File: config.mk
export PLATFORM = sky130hd
export DESIGN_NAME = mdu_ctrl
export DESIGN_NICKNAME = d
export VERILOG_FILES = /design/src/rtl/mdu_ctrl_pkg.sv /design/src/rtl/mdu_ctrl_div_iter.sv /design/src/rtl/mdu_ctrl.sv
export SDC_FILE = /design/constraint.sdc
export NUM_CORES = 2
export LEC_CHECK = 0
export CORE_MARGIN = 8
export CORE_UTILIZATION = 65
export DETAILED_ROUTE_END_ITERATION = 8
export PLACE_DENSITY = 0.83
export SKIP_LAST_GASP = 1
export SLEW_MARGIN = 20
export SYNTH_ARGS = -nofsm -noshare
export SYNTH_HDL_FRONTEND = slang
export SYNTH_SLANG_ARGS = --single-unit
File: constraint.sdc
create_clock -name clk -period 28.7 [get_ports clk]
set_input_delay 4.305 -clock clk [delete_from_list [all_inputs] [get_ports clk]]
set_output_delay 4.305 -clock clk [all_outputs]
set_load 0.05 [all_outputs]
File: src/rtl/mdu_ctrl_pkg.sv
`default_nettype none
// ============================================================================
// Module      : mdu_ctrl_pkg
// Description : Shared types and constants for the multiply/divide unit.
// Revision    : 1.0 - initial release
// ============================================================================
package mdu_ctrl_pkg;

    typedef enum logic [2:0] {
        MD_NONE  = 3'd0,
        MD_MULT  = 3'd1,
        MD_MULTU = 3'd2,
        MD_DIV   = 3'd3,
        MD_DIVU  = 3'd4,
        MD_MTHI  = 3'd5,
        MD_MTLO  = 3'd6
    } mdop_t;

    typedef enum logic [1:0] {
        ST_IDLE = 2'd0,
        ST_MUL  = 2'd1,
        ST_DIV  = 2'd2,
        ST_FIX  = 2'd3
    } mdu_state_t;

    localparam int MDU_MUL_LAT_DEFAULT = 3;
    localparam int MDU_DIV_ITERS       = 32;

    // Two's-complement magnitude of v when en is set, otherwise v unchanged.
    function automatic logic [31:0] f_abs_if(input logic [31:0] v, input logic en);
        return (en && v[31]) ? (~v + 32'd1) : v;
    endfunction

endpackage
`default_nettype wire

File: src/rtl/mdu_ctrl_div_iter.sv
`default_nettype none
// ============================================================================
// Module      : div_iter
// Description : Unsigned restoring divider, one quotient bit per cycle.
//               valid pulses in the cycle after the last iteration.
// Revision    : 1.0 - initial release
// ============================================================================
module div_iter
    import mdu_ctrl_pkg::*;
#(
    parameter int ITERS = MDU_DIV_ITERS
) (
    input  logic        clk,
    input  logic        resetn,
    input  logic        start,
    input  logic        abort,
    input  logic [31:0] dividend,
    input  logic [31:0] divisor,
    output logic [31:0] quotient,
    output logic [31:0] remainder,
    output logic        valid
);

    logic [31:0] r_rem;
    logic [31:0] r_quo;
    logic [31:0] r_dvs;
    logic [5:0]  r_cnt;
    logic        r_run;
    logic        r_valid;

    logic [32:0] w_trial;
    logic [32:0] w_diff;
    logic        w_ge;

    // Shift the next dividend bit into the partial remainder and trial-subtract.
    assign w_trial = {r_rem, r_quo[31]};
    assign w_diff  = w_trial - {1'b0, r_dvs};
    assign w_ge    = ~w_diff[32];

    // Iteration sequencer; quotient bits shift in where dividend bits shift out.
    always_ff @(posedge clk) begin
        if (!resetn) begin
            r_rem   <= '0;
            r_quo   <= '0;
            r_dvs   <= '0;
            r_cnt   <= '0;
            r_run   <= 1'b0;
            r_valid <= 1'b0;
        end else begin
            r_valid <= 1'b0;
            if (abort) begin
                r_run <= 1'b0;
                r_cnt <= '0;
            end else if (start) begin
                r_rem <= '0;
                r_quo <= dividend;
                r_dvs <= divisor;
                r_cnt <= '0;
                r_run <= 1'b1;
            end else if (r_run) begin
                r_rem <= w_ge ? w_diff[31:0] : w_trial[31:0];
                r_quo <= {r_quo[30:0], w_ge};
                if (r_cnt == 6'(ITERS - 1)) begin
                    r_run   <= 1'b0;
                    r_cnt   <= '0;
                    r_valid <= 1'b1;
                end else begin
                    r_cnt <= r_cnt + 6'd1;
                end
            end
        end
    end

    assign quotient  = r_quo;
    assign remainder = r_rem;
    assign valid     = r_valid;

endmodule
`default_nettype wire

File: src/rtl/mdu_ctrl.sv
`default_nettype none
// ============================================================================
// Module      : mdu_ctrl
// Description : Multiply/divide controller owning architectural HI/LO.
//               MTHI/MTLO in one cycle, MULT/MULTU after MUL_LAT cycles,
//               DIV/DIVU after DIV_ITERS iterations plus a sign-fix cycle.
// Revision    : 1.0 - initial release
// ============================================================================
module mdu_ctrl
    import mdu_ctrl_pkg::*;
#(
    parameter int MUL_LAT   = MDU_MUL_LAT_DEFAULT,
    parameter int DIV_ITERS = MDU_DIV_ITERS
) (
    input  logic        clk,
    input  logic        resetn,
    input  logic        req_valid,
    output logic        req_ready,
    input  mdop_t       req_op,
    input  logic [31:0] req_a,
    input  logic [31:0] req_b,
    input  logic        flush,
    output logic        busy,
    output logic        done,
    output logic [31:0] hi,
    output logic [31:0] lo
);

    mdu_state_t  r_state;
    logic [5:0]  r_cnt;
    logic [31:0] r_a;
    logic [31:0] r_b;
    logic        r_signed;
    logic [31:0] r_hi;
    logic [31:0] r_lo;
    logic        r_done;

    logic        w_accept;
    logic        w_is_div;
    logic        w_div_signed;
    logic [63:0] w_a64;
    logic [63:0] w_b64;
    logic [63:0] w_prod;
    logic [31:0] w_quo;
    logic [31:0] w_rem;
    logic        w_div_valid;
    logic        w_q_neg;
    logic        w_r_neg;
    logic [31:0] w_q_fix;
    logic [31:0] w_r_fix;

    assign req_ready    = (r_state == ST_IDLE);
    assign busy         = (r_state != ST_IDLE);
    assign w_accept     = req_valid & req_ready & ~flush & (req_op != MD_NONE);
    assign w_is_div     = (req_op == MD_DIV) || (req_op == MD_DIVU);
    assign w_div_signed = (req_op == MD_DIV);

    // Product of the latched operands; low 64 bits of the extended product
    // are exact for both signed and unsigned forms.
    assign w_a64  = r_signed ? {{32{r_a[31]}}, r_a} : {32'd0, r_a};
    assign w_b64  = r_signed ? {{32{r_b[31]}}, r_b} : {32'd0, r_b};
    assign w_prod = w_a64 * w_b64;

    // Divider works on magnitudes; signs are restored in the FIX cycle.
    div_iter #(
        .ITERS     (DIV_ITERS)
    ) u_div (
        .clk       (clk),
        .resetn    (resetn),
        .start     (w_accept & w_is_div),
        .abort     (flush & busy),
        .dividend  (f_abs_if(req_a, w_div_signed)),
        .divisor   (f_abs_if(req_b, w_div_signed)),
        .quotient  (w_quo),
        .remainder (w_rem),
        .valid     (w_div_valid)
    );

    assign w_q_neg = r_signed & (r_a[31] ^ r_b[31]);
    assign w_r_neg = r_signed & r_a[31];
    assign w_q_fix = w_q_neg ? (~w_quo + 32'd1) : w_quo;
    assign w_r_fix = w_r_neg ? (~w_rem + 32'd1) : w_rem;

    // Sequencing FSM plus HI/LO ownership; flush beats any pending write.
    always_ff @(posedge clk) begin
        if (!resetn) begin
            r_state  <= ST_IDLE;
            r_cnt    <= '0;
            r_a      <= '0;
            r_b      <= '0;
            r_signed <= 1'b0;
            r_hi     <= '0;
            r_lo     <= '0;
            r_done   <= 1'b0;
        end else begin
            r_done <= 1'b0;
            case (r_state)
                ST_IDLE: begin
                    if (w_accept) begin
                        case (req_op)
                            MD_MTHI: r_hi <= req_a;
                            MD_MTLO: r_lo <= req_a;
                            MD_MULT, MD_MULTU: begin
                                r_state  <= ST_MUL;
                                r_cnt    <= '0;
                                r_a      <= req_a;
                                r_b      <= req_b;
                                r_signed <= (req_op == MD_MULT);
                            end
                            MD_DIV, MD_DIVU: begin
                                r_state  <= ST_DIV;
                                r_cnt    <= '0;
                                r_a      <= req_a;
                                r_b      <= req_b;
                                r_signed <= (req_op == MD_DIV);
                            end
                            default: ;
                        endcase
                    end
                end
                ST_MUL: begin
                    if (flush) begin
                        r_state <= ST_IDLE;
                        r_cnt   <= '0;
                    end else if (r_cnt == 6'(MUL_LAT - 1)) begin
                        r_hi    <= w_prod[63:32];
                        r_lo    <= w_prod[31:0];
                        r_done  <= 1'b1;
                        r_state <= ST_IDLE;
                        r_cnt   <= '0;
                    end else begin
                        r_cnt <= r_cnt + 6'd1;
                    end
                end
                ST_DIV: begin
                    if (flush) begin
                        r_state <= ST_IDLE;
                        r_cnt   <= '0;
                    end else if (r_cnt == 6'(DIV_ITERS - 1)) begin
                        r_state <= ST_FIX;
                        r_cnt   <= '0;
                    end else begin
                        r_cnt <= r_cnt + 6'd1;
                    end
                end
                ST_FIX: begin
                    r_state <= ST_IDLE;
                    if (!flush && w_div_valid) begin
                        r_done <= 1'b1;
                        if (r_b == 32'd0) begin
                            // Divide-by-zero: fixed result, no sign fix.
                            r_lo <= 32'hFFFF_FFFF;
                            r_hi <= r_a;
                        end else begin
                            r_lo <= w_q_fix;
                            r_hi <= w_r_fix;
                        end
                    end
                end
                default: r_state <= ST_IDLE;
            endcase
        end
    end

    assign hi   = r_hi;
    assign lo   = r_lo;
    assign done = r_done;

endmodule
`default_nettype wire

; After elaboration in Yosys (flattened, before gate mapping)
; Index checks and enable logic that the tools add are counted.
[classes]
n_addsub = 7
multipliers = 1
n_eq_ne = 22
n_mux = 49
bitwise_logic = 17
n_reduce_logical = 27
[op_table]
columns = operator, count
row1 = two-way mux 32 bit, 21
row2 = one-hot mux 32 bit (3 select lines), 2
row3 = "adder 32 x 1 -> 32 bit, second input constant", 4
row4 = two-way mux 64 bit, 2
row5 = NOT 32 bit, 4
row6 = multiplier 64 x 64 -> 64 bit, 1
row7 = two-way mux 6 bit, 7
row8 = subtractor 33 x 32 -> 33 bit, 1
row9 = zero test 32 bit, 1
row10 = one-hot mux 6 bit (3 select lines), 1
row11 = "adder 6 x 1 -> 6 bit, second input constant", 2
row12 = "equality test 6 x 5 -> 1 bit, second input constant", 2
row13 = AND reduction 6 bit, 2
row14 = two-way mux 2 bit, 5
row15 = "equality test 3 bit, second input constant", 3
row16 = AND reduction 3 bit, 3
row17 = nonzero test 3 bit, 3
row18 = "inequality test 2 bit, second input constant", 4
row19 = one-hot mux 2 bit (4 select lines), 1
row20 = OR reduction 4 bit, 2
row21 = bitwise AND 1 bit, 7
row22 = two-way mux 1 bit, 7
row23 = "equality test 3 x 2 -> 1 bit, second input constant", 2
row24 = "equality test 6 x 2 -> 1 bit, second input constant", 1
row25 = 19 further kinds, 35
[word_totals]
regBits = 242
out_inout_bits = 67
word_cells = 137

; Logic depth before layout (Yosys ltp)
[depth]
ltp_word = 7
depth_mapped = 36

; Cells and area by module
; Synthesis repeated with hierarchy kept, for this count alone.
[unflattened]
cells_unflattened = 7172
area_unflattened_um2 = 63180.6
[by_module_without_submodules]
columns = mod, instances, cells_each, area_per_inst_um2, seq_area_each_um2
row1 = mdu_ctrl, 1, 6407, 57041.0, 2762.6
row2 = div_iter, 1, 765, 6139.6, 2082.0

; Least setup slack after synthesis
; Ideal clock, no wire load.
[synth_path]
path_type = register to register
start = register r_signed
end = register r_hi[24] (netlist: hi[24])
t_arrival_ps = 9342
path_slack_ps = 19241
path_stages_with_launch = 33
synth_period_minus_slack_ps = 9459
path_cell_list = dfxtp_1 > clkbuf_1 > and2_1 > clkbuf_1 > clkbuf_1 > buf_1 > nand2_1 > fa_1 > inv_1 > fa_1 > fa_1 > inv_1 > fa_1 > inv_1 > fa_1 > fa_1 > fa_1 > fa_1 > fa_1 > inv_1 > fa_1 > inv_1 > ha_1 > and3_1 > nand4_1 > nor2_1 > a21oi_1 > o21ai_1 > nor3_1 > nor3b_1 > o21a_1 > o311a_1 > a22o_1
[synth_via]
elab_chain_len = 5
elab_cells_between_ends = 10
[synth_rtl]
columns = item, line_no
row1 = from (decl), mdu_ctrl.sv:33  ; logic r_signed;
row2 = from (signal assigned), mdu_ctrl.sv:108  ; r_signed <= (req_op == MD_MULT);
row3 = from (signal assigned), mdu_ctrl.sv:115  ; r_signed <= (req_op == MD_DIV);
row4 = two-way mux 64 bit (tied with other cells), mdu_ctrl.sv:60  ; assign w_a64 = r_signed ? {{32{r_a[31]}}, r_a} : {32'd0, r_a};
row5 = multiplier 64 x 64 -> 64 bit or two-way mux 32 bit (tied branches), "mdu_ctrl.sv:62, mdu_ctrl.sv:82"
row6 = "two-way mux 32 bit, on equally long branches", "mdu_ctrl.sv:125, mdu_ctrl.sv:150"
row7 = "two-way mux 32 bit, on equally long branches", "mdu_ctrl.sv:122, mdu_ctrl.sv:148"
row8 = one-hot mux 32 bit (3 select lines) (*), mdu_ctrl.sv:97  ; case (r_state)
row9 = to (signal assigned), mdu_ctrl.sv:101  ; MD_MTHI: r_hi <= req_a;
row10 = to (signal assigned), mdu_ctrl.sv:126  ; r_hi <= w_prod[63:32];
row11 = to (signal assigned), mdu_ctrl.sv:153  ; r_hi <= r_a;
row12 = to (decl), mdu_ctrl.sv:34  ; logic [31:0] r_hi;
; Every way passes the cells marked *; elsewhere a longest branch is shown, timed or not. The select of a mux whose other input is x is not followed.
; A chain may end at the register's enable or synchronous reset.

; Worst setup path in the final report
[layout_path]
start = register r_b[31]
end = register r_hi[28] (netlist: hi[28])
[layout_via]
elab_chain_len = 5
elab_cells_between_ends = 8
[layout_rtl]
columns = item, line_no
row1 = from (decl), mdu_ctrl.sv:32  ; logic [31:0] r_b;
row2 = from (signal assigned), mdu_ctrl.sv:107  ; r_b <= req_b;
row3 = from (signal assigned), mdu_ctrl.sv:114  ; r_b <= req_b;
row4 = two-way mux 64 bit, mdu_ctrl.sv:61  ; assign w_b64 = r_signed ? {{32{r_b[31]}}, r_b} : {32'd0, r_b};
row5 = multiplier 64 x 64 -> 64 bit, mdu_ctrl.sv:62  ; assign w_prod = w_a64 * w_b64;
row6 = two-way mux 32 bit, mdu_ctrl.sv:125  ; end else if (r_cnt == 6'(MUL_LAT - 1)) begin
row7 = two-way mux 32 bit, mdu_ctrl.sv:122  ; if (flush) begin
row8 = one-hot mux 32 bit (3 select lines) (*), mdu_ctrl.sv:97
; Marks and branches as above.

==> qor.csv <==
metric;value;unit
status;finished clean;
actual slew at the worst max-slew pin;1.29;ns
crit path time final;10.35;ns
Power Dens Cells;26.2;mW/mm^2
Die X-Extent;326;um
commonest register cell after synthesis;dfxtp_1;
Max Slew Vio Count;0;
max frequency;0.0966;GHz
final worst-path cycle share;36.1;%
hold path cells;2;
number of synthesized register bits;242;
Detailed Routing Iterations Pass 1;7;
RSZ-0062 raised after global routing;false;
# clock sinks;242;
most common cell after layout, fill and taps aside;inv_1;
Sequential Power Share;26.4;%
Worst Skew;0.0251;ns
P_sw;0.000859;W
Setup Buffers After CTS;0;
Sw Ratio;50.0;%
clock group share of total power;19.2;%
Post-synth EDFFs;0;
R2R Setup Slk;18.35;ns
hold_sp;r_a[26];
vias in the first global route;53100;
core footprint;0.0960;sq mm
sequential area share after synthesis;7.74;%
Routed WL;194000;um
Reg2Reg Depth;29;
final hold viol count;0;
Top Ports;138;
Root Driver;clkbuf_16;
first-pass GRT wire length;303000;um
Crit path top cell by count;fa_1;
CTS resizes;0;
synthesized area;0.0626;sq mm
Starting Density;65.2;%
Cell Rows;114;
initial antenna violation count;8;
Layout Area Growth over Synthesis;4.84;%
VDD IR max;0.0826;mV
WP data required;29.18;ns
via count;49500;
CTS tree;yes;
Post-synth ARST share;0;%
placed insts;8211;
Fillers;7437;
worst min-delay path class;register to register;
Syn Area/Cell;8.81;sq um
detail-routed via count per cell;5.99;
Die Height;326;um
Comb power frac;54.4;%
Hold EP;r_a[26];
DRT antenna net count;0;
hold buffer count at cts;0;
Fin Setup TNS;0;ns
DR WL/cell;23.5;um
synth unique cells;71;
delay of the slowest critical-path stage;0.62;ns
CTS Buffer Depth;3;
cell at the slowest stage of the critical path;fa_1;
total CTS buffers;25;
largest net degree at the start of global routing;79;
GRT Util Overall;36.8;%
Max-Cap Viols;0;
Static Leak;32.4;nW
commonest cells after routing, fill and taps aside;inv_1, fa_1, nand2_1, and2_1, ha_1;
Synth Instances;7102;
Startpoint Class;register;
worst setup path class;register to register;
layout cell share with drive strength beyond 1;2.42;%
maximum fanout along the worst path;48;
GRT overflow;0;
Max H-tree Level;1;
Final Non-Filler Cells;8259;
die area;0.106;sq mm
Worst-path clk slew;0.07;ns
1st-iter DRT viols;5033;
Port-buffer cells;137;
Final Setup Violations;0;
net count of the mapped netlist;8946;
CP endpoint kind;register;
Max transition margin;14.2;%
WP data arrival;10.82;ns
Yosys warnings;0;
drc violations;0;
Clock Latency Late Sink;0.57;ns
gpl congestion;1.03;
nets;8807;
hpwl dp;156000;um
R2R Path End;hi[28];
r2r startpoint;r_b[31];
Int Power;0.000858;W
[power by group through the flow]
stage	logic (W)	registers, W	clock network, W
after floorplan	0.000514	0.000532	0
after CTS	0.000910	0.000445	0.000329
final	0.000934	0.000453	0.000329
after global placement	0.000890	0.000451	0
after global routing	0.000991	0.000451	0.000340
after detailed placement	0.000902	0.000450	0
[state kept, by name, indices dropped and copies added (netlist names)]
signal           cells
r_state              2
hi                  32
u_div.valid          1
u_div.r_dvs         32
r_a                 32
u_div.remainder     32
r_cnt                6
r_b                 32
r_signed             1
u_div.r_cnt          6
done                 1
u_div.r_run          1
u_div.quotient      32
lo                  32
[routing by layer]
| layer | up-vias | wire (um) | track usage [%] |
|---|---|---|---|
| li1 | 21100 | - | - |
| met1 | 24600 | 71200 | 48.1 |
| met2 | 3088 | 84800 | 55.7 |
| met3 | 659 | 27800 | 13.2 |
| met4 | 6 | 10100 | 15.7 |
| met5 | - | 32 | 0 |
[final cells by class]
cell class	count	area [sq um]	area share (%)
sequential	242	4850	7.39
timing repair buffer	233	2100	3.20
inverter	1594	5990	9.12
tap	1276	1600	2.43
clock buffer	32	682	1.04
multi-input combinational	4867	50300	76.6
clock inverter	10	100	0.153
antenna	5	12.5	0.0191
[worst max-delay path by stage]
stage	start	end	slack [ns]	depth (start not counted)
after floorplan	r_signed	hi[24]	19.24	32
after global placement	r_b[31]	hi[28]	18.58	29
after detailed placement	r_signed	hi[28]	18.53	30
after CTS	r_signed	hi[29]	18.46	31
after global routing	r_a[31]	hi[29]	17.89	30
final	r_b[31]	hi[28]	18.35	29
[metrics by stage]
step / hold slack, ns / utilization [%] / worst slack (ns) / total power (W) / instance area, sq um
after floorplan: 0.436 / - / 19.24 / 0.00105 / 62600
after global placement: 0.442 / 67.5 / 18.58 / 0.00134 / 64800
after detailed placement: 0.451 / 67.5 / 18.53 / 0.00135 / 64800
after CTS: 0.460 / 68.3 / 18.46 / 0.00168 / 65600
after global routing: 0.480 / 68.3 / 17.89 / 0.00178 / 65600
final: 0.456 / 68.3 / 18.35 / 0.00172 / 65600
[synth_stat cells (48+ instances only)]
cell	n	area, sq um
inv_1	1594	5980
fa_1	1420	28400
nand2_1	923	3460
and2_1	584	3650
clkbuf_1	369	1390
ha_1	353	4420
dfxtp_1	242	4840
a21oi_1	222	1110
nor2_1	215	807
o21ai_0	182	911
xnor2_1	179	1570
xor2_1	80	701
a21o_1	57	428
a21boi_0	48	360
nand3_1	48	240
[worst max-delay path: cells and delay by family, from the launching register on]
family | cells | cell delay [ns]
buf+inv | 7 | 1.48
fa+ha+maj | 11 | 5.59
compound gates | 3 | 1.16
flops | 1 | 0.45
simple gates | 7 | 1.34
xor+xnor | 1 | 0.22
[cells by family after synthesis]
kind of cell,after synthesis,share of synthesized area (%)
flops,242,7.74
compound gates,827,8.46
xor+xnor,260,3.67
fa+ha+maj,1777,52.6
simple gates,1975,15.1
mux,28,0.454
buf+inv,1993,12.0
(Power assumes the default switching activity.)
